--- src/rtl/reg_arb_pkg.sv ---
// ============================================================================
//  reg_arb_pkg : shared types and constants for the register-access arbiter
//  Rev 1.0 - initial release
// ============================================================================
`default_nettype none

package reg_arb_pkg;

  localparam int ADDR_W_DEF = 8;
  localparam int DATA_W_DEF = 16;

  typedef enum logic [1:0] {
    IDLE  = 2'd0,
    ISSUE = 2'd1,
    RESP  = 2'd2
  } state_e;

  localparam logic GNT_A = 1'b0;
  localparam logic GNT_B = 1'b1;

endpackage

`default_nettype wire

--- src/rtl/reg_arb_picker.sv ---
// ============================================================================
//  reg_arb_picker : two-port winner select; round-robin when ARB_ROUND_ROBIN_EN
//  is defined, otherwise fixed priority with A winning ties
//  Rev 1.0 - initial release
// ============================================================================
`default_nettype none

module reg_arb_picker
  import reg_arb_pkg::*;
(
  input  logic clk,
  input  logic rst,
  input  logic a_valid,
  input  logic b_valid,
  input  logic grant_en,
  output logic any_valid,
  output logic winner
);

  assign any_valid = a_valid | b_valid;

`ifdef ARB_ROUND_ROBIN_EN
  // prio_q names the port that wins the next tie
  logic prio_q;
  logic prio_d;

  always_comb begin
    winner = GNT_A;
    if (a_valid && b_valid) winner = prio_q;
    else if (b_valid)       winner = GNT_B;

    prio_d = prio_q;
    if (grant_en && any_valid) prio_d = ~winner;
  end

  always_ff @(posedge clk or posedge rst) begin
    if (rst) prio_q <= GNT_A;
    else     prio_q <= prio_d;
  end
`else
  logic unused_rr;
  assign unused_rr = ^{clk, rst, grant_en};

  always_comb begin
    winner = GNT_A;
    if (!a_valid && b_valid) winner = GNT_B;
  end
`endif

endmodule

`default_nettype wire

--- src/rtl/reg_access_arbiter.sv ---
// ============================================================================
//  reg_access_arbiter : shares a single-port register array between port A
//  (SPI) and port B (host); 3-cycle accept/strobe/respond transactions.
//  Build option: ARB_ROUND_ROBIN_EN selects round-robin tie breaking.
//  Rev 1.0 - initial release
// ============================================================================
`default_nettype none

module reg_access_arbiter
  import reg_arb_pkg::*;
#(
  parameter int ADDR_W = ADDR_W_DEF,
  parameter int DATA_W = DATA_W_DEF
) (
  input  logic              clk,
  input  logic              rst,
  input  logic              a_req_valid,
  input  logic              a_req_write,
  input  logic [ADDR_W-1:0] a_req_addr,
  input  logic [DATA_W-1:0] a_req_wdata,
  output logic              a_req_ready,
  output logic              a_resp_valid,
  output logic [DATA_W-1:0] a_resp_rdata,
  input  logic              b_req_valid,
  input  logic              b_req_write,
  input  logic [ADDR_W-1:0] b_req_addr,
  input  logic [DATA_W-1:0] b_req_wdata,
  output logic              b_req_ready,
  output logic              b_resp_valid,
  output logic [DATA_W-1:0] b_resp_rdata,
  output logic [ADDR_W-1:0] reg_addr,
  output logic [DATA_W-1:0] reg_write_data,
  output logic              reg_write_enable,
  output logic              reg_read_enable,
  input  logic [DATA_W-1:0] reg_read_data
);

  state_e            state_q, state_d;
  logic              cmd_write_q, cmd_write_d;
  logic              cmd_gnt_q, cmd_gnt_d;
  logic [ADDR_W-1:0] cmd_addr_q, cmd_addr_d;
  logic [DATA_W-1:0] cmd_wdata_q, cmd_wdata_d;

  logic              any_valid;
  logic              winner;
  logic              in_idle;
  logic              in_resp;
  logic [DATA_W-1:0] resp_data;

  assign in_idle = (state_q == IDLE);
  assign in_resp = (state_q == RESP);

  reg_arb_picker u_picker (
    .clk       (clk),
    .rst       (rst),
    .a_valid   (a_req_valid),
    .b_valid   (b_req_valid),
    .grant_en  (in_idle),
    .any_valid (any_valid),
    .winner    (winner)
  );

  always_comb begin
    state_d     = state_q;
    cmd_write_d = cmd_write_q;
    cmd_gnt_d   = cmd_gnt_q;
    cmd_addr_d  = cmd_addr_q;
    cmd_wdata_d = cmd_wdata_q;
    a_req_ready = 1'b0;
    b_req_ready = 1'b0;

    case (state_q)
      IDLE: begin
        if (any_valid) begin
          state_d   = ISSUE;
          cmd_gnt_d = winner;
          if (winner == GNT_B) begin
            b_req_ready = 1'b1;
            cmd_write_d = b_req_write;
            cmd_addr_d  = b_req_addr;
            cmd_wdata_d = b_req_wdata;
          end else begin
            a_req_ready = 1'b1;
            cmd_write_d = a_req_write;
            cmd_addr_d  = a_req_addr;
            cmd_wdata_d = a_req_wdata;
          end
        end
      end
      ISSUE:   state_d = RESP;
      RESP:    state_d = IDLE;
      default: state_d = IDLE;
    endcase
  end

  always_ff @(posedge clk or posedge rst) begin
    if (rst) begin
      state_q     <= IDLE;
      cmd_write_q <= 1'b0;
      cmd_gnt_q   <= GNT_A;
      cmd_addr_q  <= '0;
      cmd_wdata_q <= '0;
    end else begin
      state_q     <= state_d;
      cmd_write_q <= cmd_write_d;
      cmd_gnt_q   <= cmd_gnt_d;
      cmd_addr_q  <= cmd_addr_d;
      cmd_wdata_q <= cmd_wdata_d;
    end
  end

  // Strobes come straight from the state flop so they cannot glitch and
  // collapse asynchronously with rst.
  assign reg_addr         = cmd_addr_q;
  assign reg_write_data   = cmd_wdata_q;
  assign reg_write_enable = (state_q == ISSUE) &  cmd_write_q;
  assign reg_read_enable  = (state_q == ISSUE) & ~cmd_write_q;

  assign resp_data    = cmd_write_q ? '0 : reg_read_data;
  assign a_resp_valid = in_resp & (cmd_gnt_q == GNT_A);
  assign b_resp_valid = in_resp & (cmd_gnt_q == GNT_B);
  assign a_resp_rdata = a_resp_valid ? resp_data : '0;
  assign b_resp_rdata = b_resp_valid ? resp_data : '0;

endmodule

`default_nettype wire

--- config.mk ---
export PLATFORM = sky130hd
export DESIGN_NAME = reg_access_arbiter
export DESIGN_NICKNAME = d
export VERILOG_FILES = /design/src/rtl/reg_arb_pkg.sv /design/src/rtl/reg_arb_picker.sv /design/src/rtl/reg_access_arbiter.sv
export SDC_FILE = /design/constraint.sdc
export NUM_CORES = 1
export LEC_CHECK = 0
export CAP_MARGIN = 30
export CORE_UTILIZATION = 55
export CTS_CLUSTER_SIZE = 24
export DETAILED_ROUTE_END_ITERATION = 10
export DONT_BUFFER_PORTS = 1
export PLACE_DENSITY = 0.7
export SYNTH_ARGS = -nofsm -noshare
export SYNTH_HDL_FRONTEND = slang
export SYNTH_SLANG_ARGS = --single-unit
--- constraint.sdc ---
create_clock -name clk -period 1.8 [get_ports clk]
set_input_delay 0.27 -clock clk [delete_from_list [all_inputs] [get_ports clk]]
set_output_delay 0.27 -clock clk [all_outputs]
set_load 0.1 [all_outputs]
==> results of run 1 <==
-- cells by family after synthesis --
logic type	synth area share, %
simple gates	15.59
flops	38.81
buf+inv	5.821
mux	39.09
compound gates	0.6929
-- through the flow --
stage / instances / cell area [um^2] / TNS, ns
global placement: 256 / 2948 / 0
floorplan: 152 / 2017 / -4.819
detailed placement: 256 / 2948 / 0
==> results.md, run 1 <==
- Die span in x: about 59 um
- CTS Sinks: 28
- Stop Error: [ERROR DPL-0033] detailed placement checks failed during check placement.
- Synth async-reset ratio: 100.0%
- Syn_nets: approximately 220
- Cells after Synth: around 150
- Post_cts resized: 15
- Cts hold-fix bufs: 1
- Row count: 20
- Last stage reached: clock tree synthesis (4_1_cts)
- Synth area leaders: dfrtp_1 (39%), mux2_4 (32%), mux2_2 (7.5%)
- Post CTS Setup Buffer Count: 1
- CTS Buf Count: 3
- IO Pins: roughly 130
- I/O Buffers: 0
- CTS H-tree depth: 1
- Detail Placement HPWL: 5136 um
- Die Y: 59.30 um
- Register bit total from synthesis: 28
- Dpl ws: 0.1096 ns
- Count leader, synth: mux2_4
- Initial core utilization: between 50 and 60%
- Number of synthesized flops with an enable pin: 0
- Routability cong.: 0.7590
- Post-synth top area share: between 30 and 40%
- CTS Buffer Depth: 2
- Synth area leader: dfrtp_1
- Outcome: stopped before the end
- Synth Cell Area: between 0.0015 and 0.002 mm^2
- Post-synth cell types: 19
- Leading register cell type out of synthesis: dfrtp_1
- Number of synthesis warnings: 0
- Sequential fraction of the synthesis area: between 30% and 40%
- Syn_area_per_cell: between 10 and 15 um^2
- Clock root cell: clkbuf_4
- Commonest cells post-synth: mux2_4 (38), nor2_1 (34), dfrtp_1 (28)
==> inputs of run 2 (changes only) <==
Settings changed: CORE_UTILIZATION 55 to 40, CTS_CLUSTER_SIZE 24 to default, PLACE_DENSITY 0.7 to default, PLACE_DENSITY_LB_ADDON from default to 0.15.
==> run 2 against run 1 <==
  * The flow now finishes, with violations (negative setup slack)
  * Synthesized cell count is the same
  * Area after synthesis stayed put
==> results.md, run 2 <==
- Initial core utilization: between 40% and 50%
- Cells after Synth: 152
- Pin count of the biggest net entering global routing: 29
- # Max-Cap Violations: 0
- First-pass GRT wire length: just under 8000 um
- Post-synth cell types: 19
- Proportion of layout cells with a drive suffix above 1: 76.47%
- Final WL: approximately 5300 um
- Initial drt markers: 48
- Row count: 24
- Synth area leaders: dfrtp_1 (39%), mux2_4 (32%), mux2_2 (7.5%)
- Clock skew: a little over 0.004 ns
- Hold Path Class: in -> reg
- CTS tree: yes
- Fmax: between 500 and 600 MHz
- Worst skew pair latency: between 0.2 and 0.3 ns
- Syn_nets: about 220
- First-pass iteration count of the detailed router: 4
- CTS Buffer Depth: 2
- Crit end category: primary output
- Crit path DAT: 1.61 ns
- Total Routing Usage GR: between 20 and 25%
- Reg clk slew, reported paths: around 0.09 ns
- Max-slew violations: 0
- Antenna violations before repair: 0
- Number of synthesis warnings: 0
- CTS Sinks: 28
- Outcome: finished with violations
- Failing checks: negative setup slack
- Die span in x: 69.19 um
- DIE AREA: about 0.0048 mm^2
- I/O Buffers: 0
- Detail Placement HPWL: approximately 3800 um
- Syn_area_per_cell: around 12 um^2
- Minimum clock period: ~1.9 ns
- Commonest non-fill, non-tap cell in the layout: buf_12
- TNS Setup: -1.294 ns
- Routed Antenna Nets: 0
- Critical path startpoint category: flop
- Max FFs per register: 16
- Synth async-reset ratio: 100.0%
- Core ar.: between 0.004 and 0.005 mm^2
- Count leader, synth: mux2_4
- Sequential fraction of the synthesis area: about two fifths
- Commonest non-fill, non-tap cells in the layout: buf_12 (41), mux2_4 (38), nor2_4 (32), buf_4 (29), dfrtp_1 (27)
- Clock root cell: clkbuf_8
- Leading register cell type out of synthesis: dfrtp_1
- Total grt overflow: 0
- Routability cong.: 0.7433
- Nets@finish: between 200 and 300
- Kind of critical path: reg -> out
- Post-route setup slack: -0.07726 ns
- Wire per inst: 19.26 um
- Final Hold Viols: 0
- Critical Path RT: between 1.5 and 2 ns
- IO Pins: 132
- Vias: 1431
- Synth area leader: dfrtp_1
- Synth Cell Area: roughly 0.0018 mm^2
- Setup violators final: 31
- Register bit total from synthesis: 28
- Area grow syn2layout: 80.46%
- DRC: 0
- Antenna cell count: 0
- Slew @ Worst Pin: between 0.4 and 0.5 ns
- CTS Buf Count: 3
- RSZ-0062 raised after global routing: yes
- Number of global-route vias before repair: 1473
- Commonest cells post-synth: mux2_4 (38), nor2_1 (34), dfrtp_1 (28)
- Max_slew headroom: about 67%
- CTS H-tree depth: 1
- Die Y: 69.19 um
- Post-synth top area share: approximately two fifths
- Vias/cell: 5.242
- Fin crit share: 104.3%
- Number of synthesized flops with an enable pin: 0
- CP Max Fanout: 9
==> run 2: cell type report <==
cell class                      count  area, um^2
Tap cell                           52       65.06
Clock buffer                        4       55.05
Timing Repair Buffer               76        1149
Multi-Input combinational cell    110        1260
Sequential cell                    28       701.9
Inverter                            3       27.53
Fill cell                         281        1096
==> run 2: timing repair <==
action,CTS,global route
endpoints found under the hold margin,28,0
setup buffers,2,2
pin swaps,5,12
setup endpoints to repair,33,35
resized for setup,23,8
gates cloned,1,2
hold buffers,1,0
==> run 2: final timing paths <==
check / cells past startpoint / slack (ns) / to / start
max: 4 / -0.08 / a_resp_rdata[9] / cmd_gnt_q
min: 2 / 0.15 / cmd_gnt_q / b_req_valid
max reg2reg: 5 / 0.18 / reg_write_data[4] / state_q[1]
min reg2reg: 1 / 0.52 / reg_addr[7] / reg_addr[7]
max in group asynchronous: 3 / 1.00 / state_q[1] / rst
min in group asynchronous: 3 / 0.51 / reg_write_data[13] / rst
==> run 2: cell families after synthesis <==
kind of cell / Yosys count / synth area share, %
AND/OR/NAND/NOR: 58 / 15.59
multiplexers: 50 / 39.09
flip-flops: 28 / 38.81
buffers and inverters: 14 / 5.821
AO/OA/AOI/OAI: 2 / 0.6929
==> run 2: metrics by stage <==
step / instance area (um^2) / instances / util [%] / setup WS, ns / hold slack, ns
2_1_floorplan: 2017 / 152 / - / -0.3327 / 0.3354
3_3_place_gp: 2960 / 261 / 67.99 / 0.1954 / 0.2394
3_5_place_dp: 2960 / 261 / 67.99 / 0.1549 / 0.2434
4_1_cts: 3167 / 269 / 72.73 / -0.08303 / 0.1471
5_1_grt: 3258 / 273 / 74.83 / -0.1303 / 0.1515
6_report: 3258 / 273 / 74.83 / -0.07726 / 0.1543
==> run 2: worst max-delay path, cell delays in order (launching register included) <==
cell and delay, ns:
dfrtp_1 0.39, or3b_4 0.45, buf_12 0.18, nor2_4 0.12, buf_12 0.19
==> run 2: layer usage <==
metal,part of all wire (%),global-route usage (%)
met1,39,25.66
met2,53,36.68
met3,7.5,5.959
met4,0.44,2.041
met5,0,0
Power of run 2 is not shown: default switching activity piles up to over one toggle a cycle in this logic, so the estimate is an artifact.
==> inputs of run 3 (changes only) <==
Settings changed: BUFFER_PORTS_ARGS from default to -buffer_cell sky130_fd_sc_hd__buf_2, DONT_BUFFER_PORTS 1 to default.
==> run 3 against run 2 <==
  * The run still ends with negative setup slack left
  * Clock-buffer cell count unchanged
  * Worst setup slack worse by 0.0047 ns
  * Clock skew about the same
  * Sequential cell count unchanged
  * Via count up 14%
  * Routed wire length up 0.48%
  * Critical endpoint is now a_resp_rdata[15]
  * Highest routed layer unchanged
==> results.md, run 3 (same netlist as run 2, synthesis figures left out) <==
- Wire per inst: 15.50 um
- Final hold slack: between 0.03 and 0.04 ns
- CTS Buffer Depth: 2
- Pin count of the biggest net entering global routing: 29
- Vias/cell: roughly 4.8
- Fill cells: between 200 and 250
- First-pass GRT wire length: ~8400 um
- Initial drt markers: 39
- Slew @ Worst Pin: just under 0.5 ns
- I/O Buffers: 131
- FF-to-FF Start: state_q[0]
- Core ar.: roughly 0.0044 mm^2
- Minimum clock period: between 1.5 and 2 ns
- CP Max Fanout: 9
- CTS Sinks: 28
- Die Y: 69.19 um
- Outcome: finished with violations
- Critical Path RT: 1.53 ns
- Fmax: about 530 MHz
- RSZ-0062 raised after global routing: yes
- Hold Path Class: in -> async
- Vias: 1633
- Antenna violations before repair: 0
- CTS tree: yes
- Total grt overflow: 0
- Die span in x: 69.19 um
- Critical path's slowest cell: or3b_4
- Kind of critical path: reg -> out
- CTS Buf Count: 3
- Max FFs per register: 16
- Number of global-route vias before repair: 1674
- Failing checks: negative setup slack
- Reg clk slew, reported paths: around 0.090 ns
- Row count: 24
- Clock skew: around 0.0044 ns
- Post-route setup slack: -0.08198 ns
- Final Hold Viols: 0
- IO Pins: between 100 and 150
- Worst path most repeated cell: buf_12
- Detail Placement HPWL: ~4000 um
- R2R cell count: 6
- R2R setup slack: 0.11 ns
- Commonest non-fill, non-tap cells in the layout: buf_2 (93), buf_12 (42), mux2_4 (38), nor2_4 (32), dfrtp_1 (27)
- Total Routing Usage GR: around 22%
- DRC: 0
- # Max-Cap Violations: 0
- Crit end category: primary output
- Commonest non-fill, non-tap cell in the layout: buf_2
- Max-slew violations: 0
- Cts hold-fix bufs: 0
- Nets@finish: 360
- Max_slew headroom: between 60% and 70%
- Cell chain of the critical path: or3b_4 > buf_12 > nor2_4 > buf_12
- Critical path startpoint category: flop
- DIE AREA: ~0.0048 mm^2
- Delay of the slowest critical-path stage: between 0.4 and 0.5 ns
- Worst R2R End: reg_write_data[14]
- Clock root cell: clkbuf_8
- Antenna cell count: 0
- Proportion of layout cells with a drive suffix above 1: 82.70%
- Final WL: around 5300 um
- Setup crit end: a_resp_rdata[15]
- Critical Path Start: cmd_gnt_q
- Worst skew pair latency: around 0.27 ns
- Routed Antenna Nets: 0
- Setup violators final: 33
- First-pass iteration count of the detailed router: 4
- Area grow syn2layout: 95.29%
- Initial core utilization: 41.47%
- Routability cong.: 0.7767
- CTS H-tree depth: 1
- Crit path DAT: around 1.6 ns
- Fin crit share: 104.6%
-- run 3: cell types whose count changed in the layout (fill, tap and decap cells not counted) --
cell / change
and2_2: +1
and2_4: -1
buf_12: +1
buf_16: +1
buf_2: +93
buf_4: -24
clkbuf_16: -2
dlygate4sd3_1: -1
nor2b_1: -1
nor2b_2: +1
nor3_2: +1
nor3_4: -1
-- run 3: how the worst min path moves through the flow --
stage / from / to / slack (ns) / depth (start not counted)
floorplan: rst / cmd_gnt_q / 0.34 / 1
global placement: rst / reg_addr[4] / 0.34 / 3
detailed placement: rst / reg_write_data[10] / 0.35 / 3
CTS: rst / reg_addr[4] / 0.05 / 3
global route: rst / reg_addr[4] / 0.07 / 3
finish: rst / reg_addr[4] / 0.04 / 3
-- run 3: worst max-delay path, delay by kind of cell, from the launching register on --
kind / cells / cell delay [ns]
buffers and inverters: 2 / 0.37
flip-flops: 1 / 0.39
AND/OR/NAND/NOR: 2 / 0.58
-- run 3: metrics by stage --
step                area (um^2)  util, %  setup TNS [ns]  setup WS (ns)  std cells
detailed placement         3279    75.32               0         0.1282        332
global placement           3279    75.32               0         0.1636        332
global route               3526    80.98          -3.252        -0.1279        341
finish                     3526    80.98          -1.360       -0.08198        341
floorplan                  2017        -          -4.819        -0.3327        152
CTS                        3510    80.60          -1.269       -0.08217        341
-- run 3: cell type report --
class                      instances  area (um^2)  area share, %
multi-input combinational        110         1255          35.59
timing repair buffer             144         1421          40.31
sequential                        28        701.9          19.91
clock buffer                       4        55.05          1.561
inverter                           3        27.53         0.7807
tap                               52        65.06          1.845
-- run 3: routing by layer --
layer  track usage [%]  wire (um)
met1             26.62       2129
met2             39.27       2700
met3             4.797        320
met4             8.390        133
met5                 0          0
-- run 3: repair_timing --
item	4_1_cts	5_1_grt
pin swaps	8	10
setup buffers	3	1
setup endpoints to repair	32	36
endpoints found under the hold margin	0	0
gates cloned	2	0
resized for setup	23	6
Power of run 3 is left out for the same reason.
